===== config.mk =====
export PLATFORM = sky130hd
export DESIGN_NAME = pipelined_write_rx
export DESIGN_NICKNAME = d
export VERILOG_FILES = /design/src/rtl/pipelined_write_rx.sv
export SDC_FILE = /design/constraint.sdc
export NUM_CORES = 1
export LEC_CHECK = 0
export ABC_AREA = 1
export CAP_MARGIN = 20
export CORE_MARGIN = 2
export CORE_UTILIZATION = 55
export CTS_BUF_LIST = sky130_fd_sc_hd__clkbuf_8
export DETAILED_ROUTE_END_ITERATION = 12
export GPL_ROUTABILITY_DRIVEN = 0
export PLACE_DENSITY = 0.83
export SLEW_MARGIN = 0
export SYNTH_ARGS = -nofsm -noshare
export SYNTH_HDL_FRONTEND = slang
export SYNTH_SLANG_ARGS = --single-unit

===== constraint.sdc =====
create_clock -name clk -period 4.4 [get_ports clk]
set_input_delay 1.32 -clock clk [delete_from_list [all_inputs] [get_ports clk]]
set_output_delay 1.32 -clock clk [all_outputs]
set_load 0.1 [all_outputs]

===== src/rtl/pipelined_write_rx.sv =====
// Pipelined write receiver: one command cycle plus up to MAX_WR_CYCLES
// data beats, rebuilt into a single wide write with error and done pulses.
module pipelined_write_rx #(
  parameter int WR_WIDTH      = 8,
  parameter int MAX_WR_CYCLES = 4,
  parameter int NCW           = $clog2(MAX_WR_CYCLES)
) (
  input  logic                              clk,
  input  logic                              rst,
  input  logic [WR_WIDTH+1:0]               in_cyc,
  output logic                              wr_vld,
  input  logic                              wr_rdy,
  output logic [MAX_WR_CYCLES*WR_WIDTH-1:0] wr_dat,
  output logic [NCW:0]                      wr_num_cycles,
  output logic [2:0]                        wr_type,
  output logic                              wdone,
  output logic                              err,
  output logic [1:0]                        err_code,
  output logic                              ovf
);

  localparam int DW = MAX_WR_CYCLES * WR_WIDTH;

  if (1 + NCW + 3 > WR_WIDTH + 2) begin : g_bad_ncw
    $error("num_cycles field does not fit the command");
  end
  if (MAX_WR_CYCLES < 2) begin : g_bad_max
    $error("MAX_WR_CYCLES must be at least 2");
  end

  typedef enum logic {
    S_IDLE,
    S_DATA
  } state_e;

  localparam logic [2:0] T_MULTI  = 3'd1;
  localparam logic [2:0] T_SINGLE = 3'd2;

  localparam logic [1:0] C_IDLE  = 2'd0;
  localparam logic [1:0] C_VALID = 2'd1;
  localparam logic [1:0] C_DONE  = 2'd2;

  localparam logic [1:0] E_EARLY  = 2'd1;
  localparam logic [1:0] E_NODONE = 2'd2;
  localparam logic [1:0] E_BAD    = 2'd3;

  localparam logic [NCW:0] N_MAX = (NCW+1)'(MAX_WR_CYCLES);

  state_e            state_q, state_d;
  logic [NCW-1:0]    cnt_q, cnt_d;
  logic [NCW:0]      n_q, n_d;
  logic [2:0]        typ_q, typ_d;
  logic [DW-1:0]     buf_q, buf_d;

  logic              ovld_q, ovld_d;
  logic [DW-1:0]     odat_q, odat_d;
  logic [NCW:0]      onum_q, onum_d;
  logic [2:0]        otyp_q, otyp_d;

  logic              wdone_q, wdone_d;
  logic              err_q, err_d;
  logic [1:0]        code_q, code_d;
  logic              ovf_q, ovf_d;

  logic              cmd_v;
  logic [NCW-1:0]    cmd_num;
  logic [2:0]        cmd_t;
  logic [1:0]        ctype;
  logic [WR_WIDTH-1:0] beat;
  logic [NCW:0]      cmd_n;
  logic              last;
  logic              drain;
  logic              store;
  logic              done_ok;

  assign cmd_v   = in_cyc[WR_WIDTH+1];
  assign cmd_num = in_cyc[NCW+2:3];
  assign cmd_t   = in_cyc[2:0];
  assign ctype   = in_cyc[WR_WIDTH+1 -: 2];
  assign beat    = in_cyc[WR_WIDTH-1:0];

  // Zero (and anything past the buffer depth) selects a full-length write
  assign cmd_n = (cmd_num == '0 || {1'b0, cmd_num} > N_MAX)
               ? N_MAX : {1'b0, cmd_num};
  assign last  = ({1'b0, cnt_q} == n_q - 1'b1);
  assign drain = ovld_q & wr_rdy;

  always_comb begin
    state_d = state_q;
    cnt_d   = cnt_q;
    n_d     = n_q;
    typ_d   = typ_q;
    buf_d   = buf_q;
    ovld_d  = ovld_q;
    odat_d  = odat_q;
    onum_d  = onum_q;
    otyp_d  = otyp_q;
    err_d   = 1'b0;
    code_d  = 2'd0;
    ovf_d   = 1'b0;
    store   = 1'b0;
    done_ok = 1'b0;

    unique case (state_q)
      S_IDLE: begin
        if (cmd_v) begin
          if (cmd_t > T_SINGLE) begin
            err_d  = 1'b1;
            code_d = E_BAD;
          end else begin
            state_d = S_DATA;
            n_d     = cmd_n;
            typ_d   = cmd_t;
            cnt_d   = '0;
            buf_d   = '0;
          end
        end
      end
      S_DATA: begin
        unique case (ctype)
          C_IDLE: ;
          C_VALID: begin
            if (last) begin
              err_d   = 1'b1;
              code_d  = E_NODONE;
              state_d = S_IDLE;
            end else begin
              store = 1'b1;
              cnt_d = cnt_q + 1'b1;
            end
          end
          C_DONE: begin
            state_d = S_IDLE;
            if (last) begin
              store   = 1'b1;
              done_ok = 1'b1;
            end else begin
              err_d  = 1'b1;
              code_d = E_EARLY;
            end
          end
          default: begin
            err_d   = 1'b1;
            code_d  = E_BAD;
            state_d = S_IDLE;
          end
        endcase
      end
    endcase

    if (store) begin
      buf_d[int'(cnt_q)*WR_WIDTH +: WR_WIDTH] = beat;
    end

    // A full, non-draining output register keeps its write
    if (done_ok) begin
      if (ovld_q && !wr_rdy) begin
        ovf_d = 1'b1;
      end else begin
        ovld_d = 1'b1;
        odat_d = buf_d;
        onum_d = n_q;
        otyp_d = typ_q;
      end
    end else if (drain) begin
      ovld_d = 1'b0;
    end

    wdone_d = (store && typ_q == T_MULTI) ||
              (drain && otyp_q == T_SINGLE);
  end

  always_ff @(posedge clk or posedge rst) begin
    if (rst) begin
      state_q <= S_IDLE;
      cnt_q   <= '0;
      n_q     <= '0;
      typ_q   <= '0;
      buf_q   <= '0;
      ovld_q  <= 1'b0;
      odat_q  <= '0;
      onum_q  <= '0;
      otyp_q  <= '0;
      wdone_q <= 1'b0;
      err_q   <= 1'b0;
      code_q  <= 2'd0;
      ovf_q   <= 1'b0;
    end else begin
      state_q <= state_d;
      cnt_q   <= cnt_d;
      n_q     <= n_d;
      typ_q   <= typ_d;
      buf_q   <= buf_d;
      ovld_q  <= ovld_d;
      odat_q  <= odat_d;
      onum_q  <= onum_d;
      otyp_q  <= otyp_d;
      wdone_q <= wdone_d;
      err_q   <= err_d;
      code_q  <= code_d;
      ovf_q   <= ovf_d;
    end
  end

  assign wr_vld        = ovld_q;
  assign wr_dat        = odat_q;
  assign wr_num_cycles = onum_q;
  assign wr_type       = otyp_q;
  assign wdone         = wdone_q;
  assign err           = err_q;
  assign err_code      = code_q;
  assign ovf           = ovf_q;

endmodule


==> flow_summary_export.csv, run 1 <==
group,metric,value,unit
timing,tns,0,ns
logic_synthesis,syn-instance-count,599,
timing,finalSetupViolCount,0,
clock_tree,h-tree-depth,3,
floorplan,core-area,7810,um^2
pwr,ir_worst_vdd,384,uV
logic_synthesis,yosysWarnings,0,
timing,tightest_slew,0.989,ns
clock_tree,path_clk_slew,0.08,ns
logic_synthesis,synth_enable_flop_cells,0,
floorplan,initial_core_util,0.576,
grt,antenna_found_initial,0,
floorplan,die_w,94.4,um
logic_synthesis,synthTopCellsByCount,"242 x nand2_1, 85 x dfrtp_1, 56 x nor2_1, 51 x inv_1, 49 x nand4_1",
clock_tree,clock_path_buffers,2,
worst_setup_path,critPathLaunch,"in_cyc[9]",
logic_synthesis,syn_nets,618,
final_layout,area_growth,15.7,%
clock_tree,post_cts_buffers,0,
logic_synthesis,yosys.area.top_type,"dfrtp_1",
worst_setup_path,reg2reg_slack,1.58,ns
floorplan,die_area,8920,um^2
timing,max_freq,307,MHz
worst_hold_path,hold_end,"wr_dat[6]",
route,routedWlPerCell,13.9,um
worst_setup_path,critPathMaxFanout,41,
logic_synthesis,ys_seq_area_frac,0.473,
logic_synthesis,syn_avg_cell_area,7.51,um^2
job,max-cap-violations,0,
clock_tree,clock_latency,0.36,ns
route,vias_per_cell,5.39,
final_layout,nets,657,
worst_hold_path,min-delay-start,"wr_dat[6]",
status,status,"finished clean",
logic_synthesis,async_flop_share,1.00,
worst_setup_path,worst-r2r-cell-count,9,
timing,maxSlewViolCount,0,
final_layout,diodes,0,
logic_synthesis,yosys_register_bits,85,
final_layout,drive_gt1_frac,0.0591,
worst_setup_path,timing.rr.end,"wr_dat[18]",
logic_synthesis,synth_area,4500,um^2
clock_tree,clock_tree.root_cell,"clkbuf_8",
clock_tree,holdBufCountCts,0,
timing,min_period,3.26,ns
clock_tree,tritoncts,"done",
worst_setup_path,timing.rr.start,"cnt_q[0]",
route,drt_iter0_markers,322,
timing,slew_headroom,0.339,
worst_setup_path,crit_required,4.65,ns
pwr,powerDensity,539,nW/um^2
route,wirelength,10400,um
grt,grt_first_pass_wirelength,18100,um
timing,fin_crit_sh,0.741,
grt,track_usage,0.258,
route,ant_nets,0,
worst_hold_path,hold-path-cell-count,2,
grt,grt_overflow_total,0,
logic_synthesis,synth_top_cells_by_area,"dfrtp_1 47%, nand2_1 20%, nand4_1 6.8%",
pwr,p_leak,2.70,nW
logic_synthesis,synth_ff_type,"dfrtp_1",
placement,io_buffers,56,
worst_setup_path,cp-end-kind,"register",
logic_synthesis,synth.distinct_cells,29,
placement,dp.cells,729,
final_layout,instances_no_fill,745,
route,dr_total_vias,4019,
timing,rsz0062_at_grt,"false",
route,dr.pass1.iters,8,
floorplan,ioPinCount,57,
timing,finClkSkew,0.0137,ns
floorplan,placementRows,32,
floorplan,die_h,94.4,um
placement,dp_hpwl,7010,um
route,drc_errors,0,
final_layout,final.fill_count,663,
clock_tree,cts.sinks,85,
worst_setup_path,critPathKind,"primary input to register",
timing,hold_violations,0,
final_layout,fin_util,0.667,
clock_tree,ctsResizeCount,0,
worst_setup_path,crit_arrival,3.50,ns
worst_hold_path,holdCritPathClass,"register to register",
logic_synthesis,synth_top_area_share,0.473,
grt,grt_pass1_vias,3932,
logic_synthesis,yosysMostFrequentCell,"nand2_1",
grt,grt_max_degree,52,
clock_tree,cts_made_buffers,9,
worst_setup_path,critPathLaunchType,"primary input",
state kept, by name, summed over array words and instances, names as in the netlist:
signal	cells
err_code	2
typ_q	3
wdone	1
wr_type	3
state_q	1
wr_vld	1
cnt_q	2
err	1
n_q	3
buf_q	32
ovf	1
wr_dat	32
wr_num_cycles	3
metrics by stage:
step           total power (W)  area [um^2]  worst slack (ns)  hold slack, ns
2_1_floorplan          0.00201         4500             0.887           0.453
3_5_place_dp           0.00226         5010             0.746           0.465
5_1_grt                0.00295         5200             0.898           0.511
3_3_place_gp           0.00224         5010             0.827           0.468
6_report               0.00281         5200              1.14           0.486
4_1_cts                0.00280         5200              1.11           0.489
power by group:
part,switching [W],internal [W]
clock network,0.000286,0.000259
logic,0.000991,0.000285
registers,0.0000875,0.000899
total,0.00136,0.00144
per-layer routing:
| metal | up-vias | wire [um] | track usage |
|---|---|---|---|
| met4 | 0 | 235 | 0.121 |
| met5 | - | 0 | 0 |
| li1 | 1966 | - | - |
| met2 | 144 | 4740 | 0.398 |
| met1 | 1882 | 4740 | 0.356 |
| met3 | 27 | 674 | 0.0447 |
how the worst max path moves through the flow:
stage / to / slack [ns] / cells after the start
6_report: wr_dat[18] / 1.14 / 9
3_3_place_gp: wr_dat[30] / 0.83 / 9
2_1_floorplan: buf_q[0] / 0.89 / 1
3_5_place_dp: wr_type[1] / 0.75 / 8
5_1_grt: wr_dat[18] / 0.90 / 9
4_1_cts: wr_dat[18] / 1.11 / 9
kinds of logic (layout without fill, tap and decap cells):
| family | after synthesis | in the layout | share of synthesized area |
|---|---|---|---|
| flip-flops | 85 | 85 | 0.473 |
| AND/OR/NAND/NOR | 401 | 401 | 0.389 |
| adder cells (fa/ha/maj) | 6 | 6 | 0.0167 |
| buffers and inverters | 89 | 133 | 0.0948 |
| XOR/XNOR | 1 | 1 | 0.00362 |
| AO/OA/AOI/OAI | 17 | 17 | 0.0234 |
worst max-delay path: stages:
cell and delay (ns):
clkdlybuf4s50_1 0.50, inv_1 0.23, nor2_1 0.07, inv_1 0.07, nor2_2 0.05, nand2_2 0.57, clkinv_4 0.41, nand2_1 0.19
nand2_1 0.06
cell type report:
type / instances / area, um^2 / area share
Sequential cell: 85 / 2130 / 0.409
Clock inverter: 7 / 65.1 / 0.0125
Tap cell: 102 / 128 / 0.0245
Clock buffer: 9 / 124 / 0.0238
Multi-Input combinational cell: 425 / 1950 / 0.374
Inverter: 56 / 216 / 0.0416
Timing Repair Buffer: 61 / 598 / 0.115
cell usage in the layout, fill, tap and decap left out, drive strengths merged:
cell and n:
nand2 247, clkbuf 9, o31ai 2, nor2 59, dfrtp 85, nand4 50, ha 6, nor3 1
xnor2 1, inv 55, nand3 44, clkinv 6, a21oi 5, clkdlybuf4s50 56, a22o 1, buf 5
clkinvlp 1, bufinv 1, o21ai 9
(Power assumes the default switching activity.)
==> inputs of run 2 (changes only) <==
Clock period 4.4 ns to 3.2 ns, I/O delays scaled along.
==> run 2 against run 1 <==
Compared with the run above: sequential power increased by 38%; setup slack got worse by 0.59 ns; sequential share of layout area increased by 0.16 points; worst hold slack got worse by 0.00073 ns; critical path depth increased by 1; critical path type is now register to register; largest power group unchanged; highest routed layer unchanged.
==> flow_summary_export.csv, run 2 (synthesized netlist as in run 1, its figures left out) <==
group,metric,value,unit
route,ant_nets,0,
final_layout,final.fill_count,690,
floorplan,die_w,94.4,um
clock_tree,holdBufCountCts,0,
timing,worst_slack,0.555,ns
pwr,powerDensity,765,nW/um^2
grt,track_usage,0.268,
placement,dpl-instance-area,4960,um^2
final_layout,instances_no_fill,749,
floorplan,initial_core_util,0.576,
route,wirelength,10900,um
clock_tree,ctsResizeCount,0,
clock_tree,post_cts_buffers,0,
timing,slew_headroom,0.606,
worst_setup_path,cpLargestDelayFamily,"simple AND/OR/NAND/NOR gates",
pwr,p_leak,2.83,nW
placement,io_buffers,56,
clock_tree,clock_path_buffers,2,
grt,grt_first_pass_wirelength,18700,um
floorplan,core-area,7810,um^2
route,dr_total_vias,4105,
floorplan,placementRows,32,
clock_tree,h-tree-depth,3,
worst_setup_path,critPathLaunchType,"register",
route,drt_iter0_markers,317,
clock_tree,cts_made_buffers,9,
timing,min_period,2.65,ns
worst_setup_path,crit_required,3.45,ns
worst_setup_path,cp-end-kind,"register",
timing,finalSetupViolCount,0,
floorplan,die_area,8920,um^2
pwr,ir_worst_vdd,610,uV
job,max-cap-violations,0,
grt,grt_max_degree,55,
timing,tightest_slew,0.590,ns
final_layout,final_cell_area,5180,um^2
timing,hold_violations,0,
clock_tree,path_clk_slew,0.09,ns
route,vias_per_cell,5.48,
clock_tree,clock_tree.root_cell,"clkbuf_8",
worst_setup_path,critPathKind,"register to register",
worst_setup_path,crit_chain,"inv_1, nand2_1, nand2_2, nand3_2, nand2_4, nand3_4, nand2_1, nand2_1, nand2_1, nand2_1",
final_layout,mostFrequentLayoutCell,"nand2_1",
final_layout,drive_gt1_frac,0.133,
final_layout,most-common-layout-cells,"242 x nand2_1, 85 x dfrtp_1, 56 x nor2_1, 51 x inv_1, 51 x buf_4",
final_layout,diodes,0,
route,dr.pass1.iters,5,
worst_setup_path,critPathMaxFanout,34,
status,status,"finished clean",
pwr,power.total,0.00396,W
grt,antenna_found_initial,0,
worst_setup_path,slowest_stage,"dfrtp_1",
floorplan,die_h,94.4,um
clock_tree,clock_latency,0.36,ns
worst_setup_path,crit_buf_inv,1,
timing,max_freq,378,MHz
final_layout,nets,661,
worst_setup_path,max_stage_delay,0.55,ns
clock_tree,cts.sinks,85,
worst_setup_path,crit_arrival,2.90,ns
clock_tree,tritoncts,"done",
route,routedWlPerCell,14.5,um
timing,maxSlewViolCount,0,
floorplan,ioPinCount,57,
worst_setup_path,crit_path_frequent_cell,"nand2_1",
placement,pre_cts_ws,0.299,ns
grt,grt_overflow_total,0,
final_layout,area_growth,15.2,%
worst_hold_path,holdCritPathClass,"register to register",
timing,tns,0,ns
placement,dp_hpwl,7240,um
timing,rsz0062_at_grt,"false",
grt,grt_pass1_vias,3949,
timing,fin_crit_sh,0.827,
timing,finClkSkew,0.00891,ns
route,drc_errors,0,
placement,dp.cells,733,
[run 2: area by class of cell]
class,count,area (um^2),share of cell area
repair buffers,65,543,0.105
inverters,56,216,0.0418
flip-flops and latches,85,2130,0.410
well taps,102,128,0.0246
clock buffers,10,138,0.0266
clock inverters,6,86.3,0.0167
multi-input cells,425,1950,0.375
[run 2: report_power, final]
part / internal, W / switching, W / leakage (nW)
sequential: 0.00124 / 0.000126 / 1.16
clock: 0.000461 / 0.000392 / 0.118
combinational: 0.000371 / 0.00138 / 1.55
[run 2: worst register-to-register path, stage by stage (launching register included)]
cell	delay, ns
dfrtp_1	0.55
inv_1	0.42
nand2_1	0.12
nand2_2	0.13
nand3_2	0.13
nand2_4	0.34
nand3_4	0.42
nand2_1	0.22
nand2_1	0.08
nand2_1	0.06
nand2_1	0.07
[run 2: final timing paths]
kind                           start          to  slack [ns]  cells after the start
max in group asynchronous        rst    cnt_q[1]        1.54                      3
hold reg to reg            wr_dat[8]   wr_dat[8]        0.48                      2
hold / removal             wr_dat[8]   wr_dat[8]        0.48                      2
min in group asynchronous        rst  wr_dat[30]        0.96                      2
setup / recovery            cnt_q[0]   wr_dat[1]        0.55                     10
setup reg to reg            cnt_q[0]   wr_dat[1]        0.55                     10
[run 2: stage by stage]
stage	hold WS, ns	util
global placement	0.464	0.635
global route	0.514	0.664
floorplan	0.453	-
detailed placement	0.466	0.635
finish	0.485	0.664
CTS	0.489	0.664
[run 2: layer usage]
| metal | vias to the layer above | GRT usage | part of all wire |
|---|---|---|---|
| met2 | 163 | 0.439 | 0.48 |
| met4 | 0 | 0.0930 | 0.020 |
| met3 | 26 | 0.0471 | 0.064 |
| met5 | - | 0 | 0 |
| met1 | 1928 | 0.362 | 0.44 |
| li1 | 1988 | - | - |
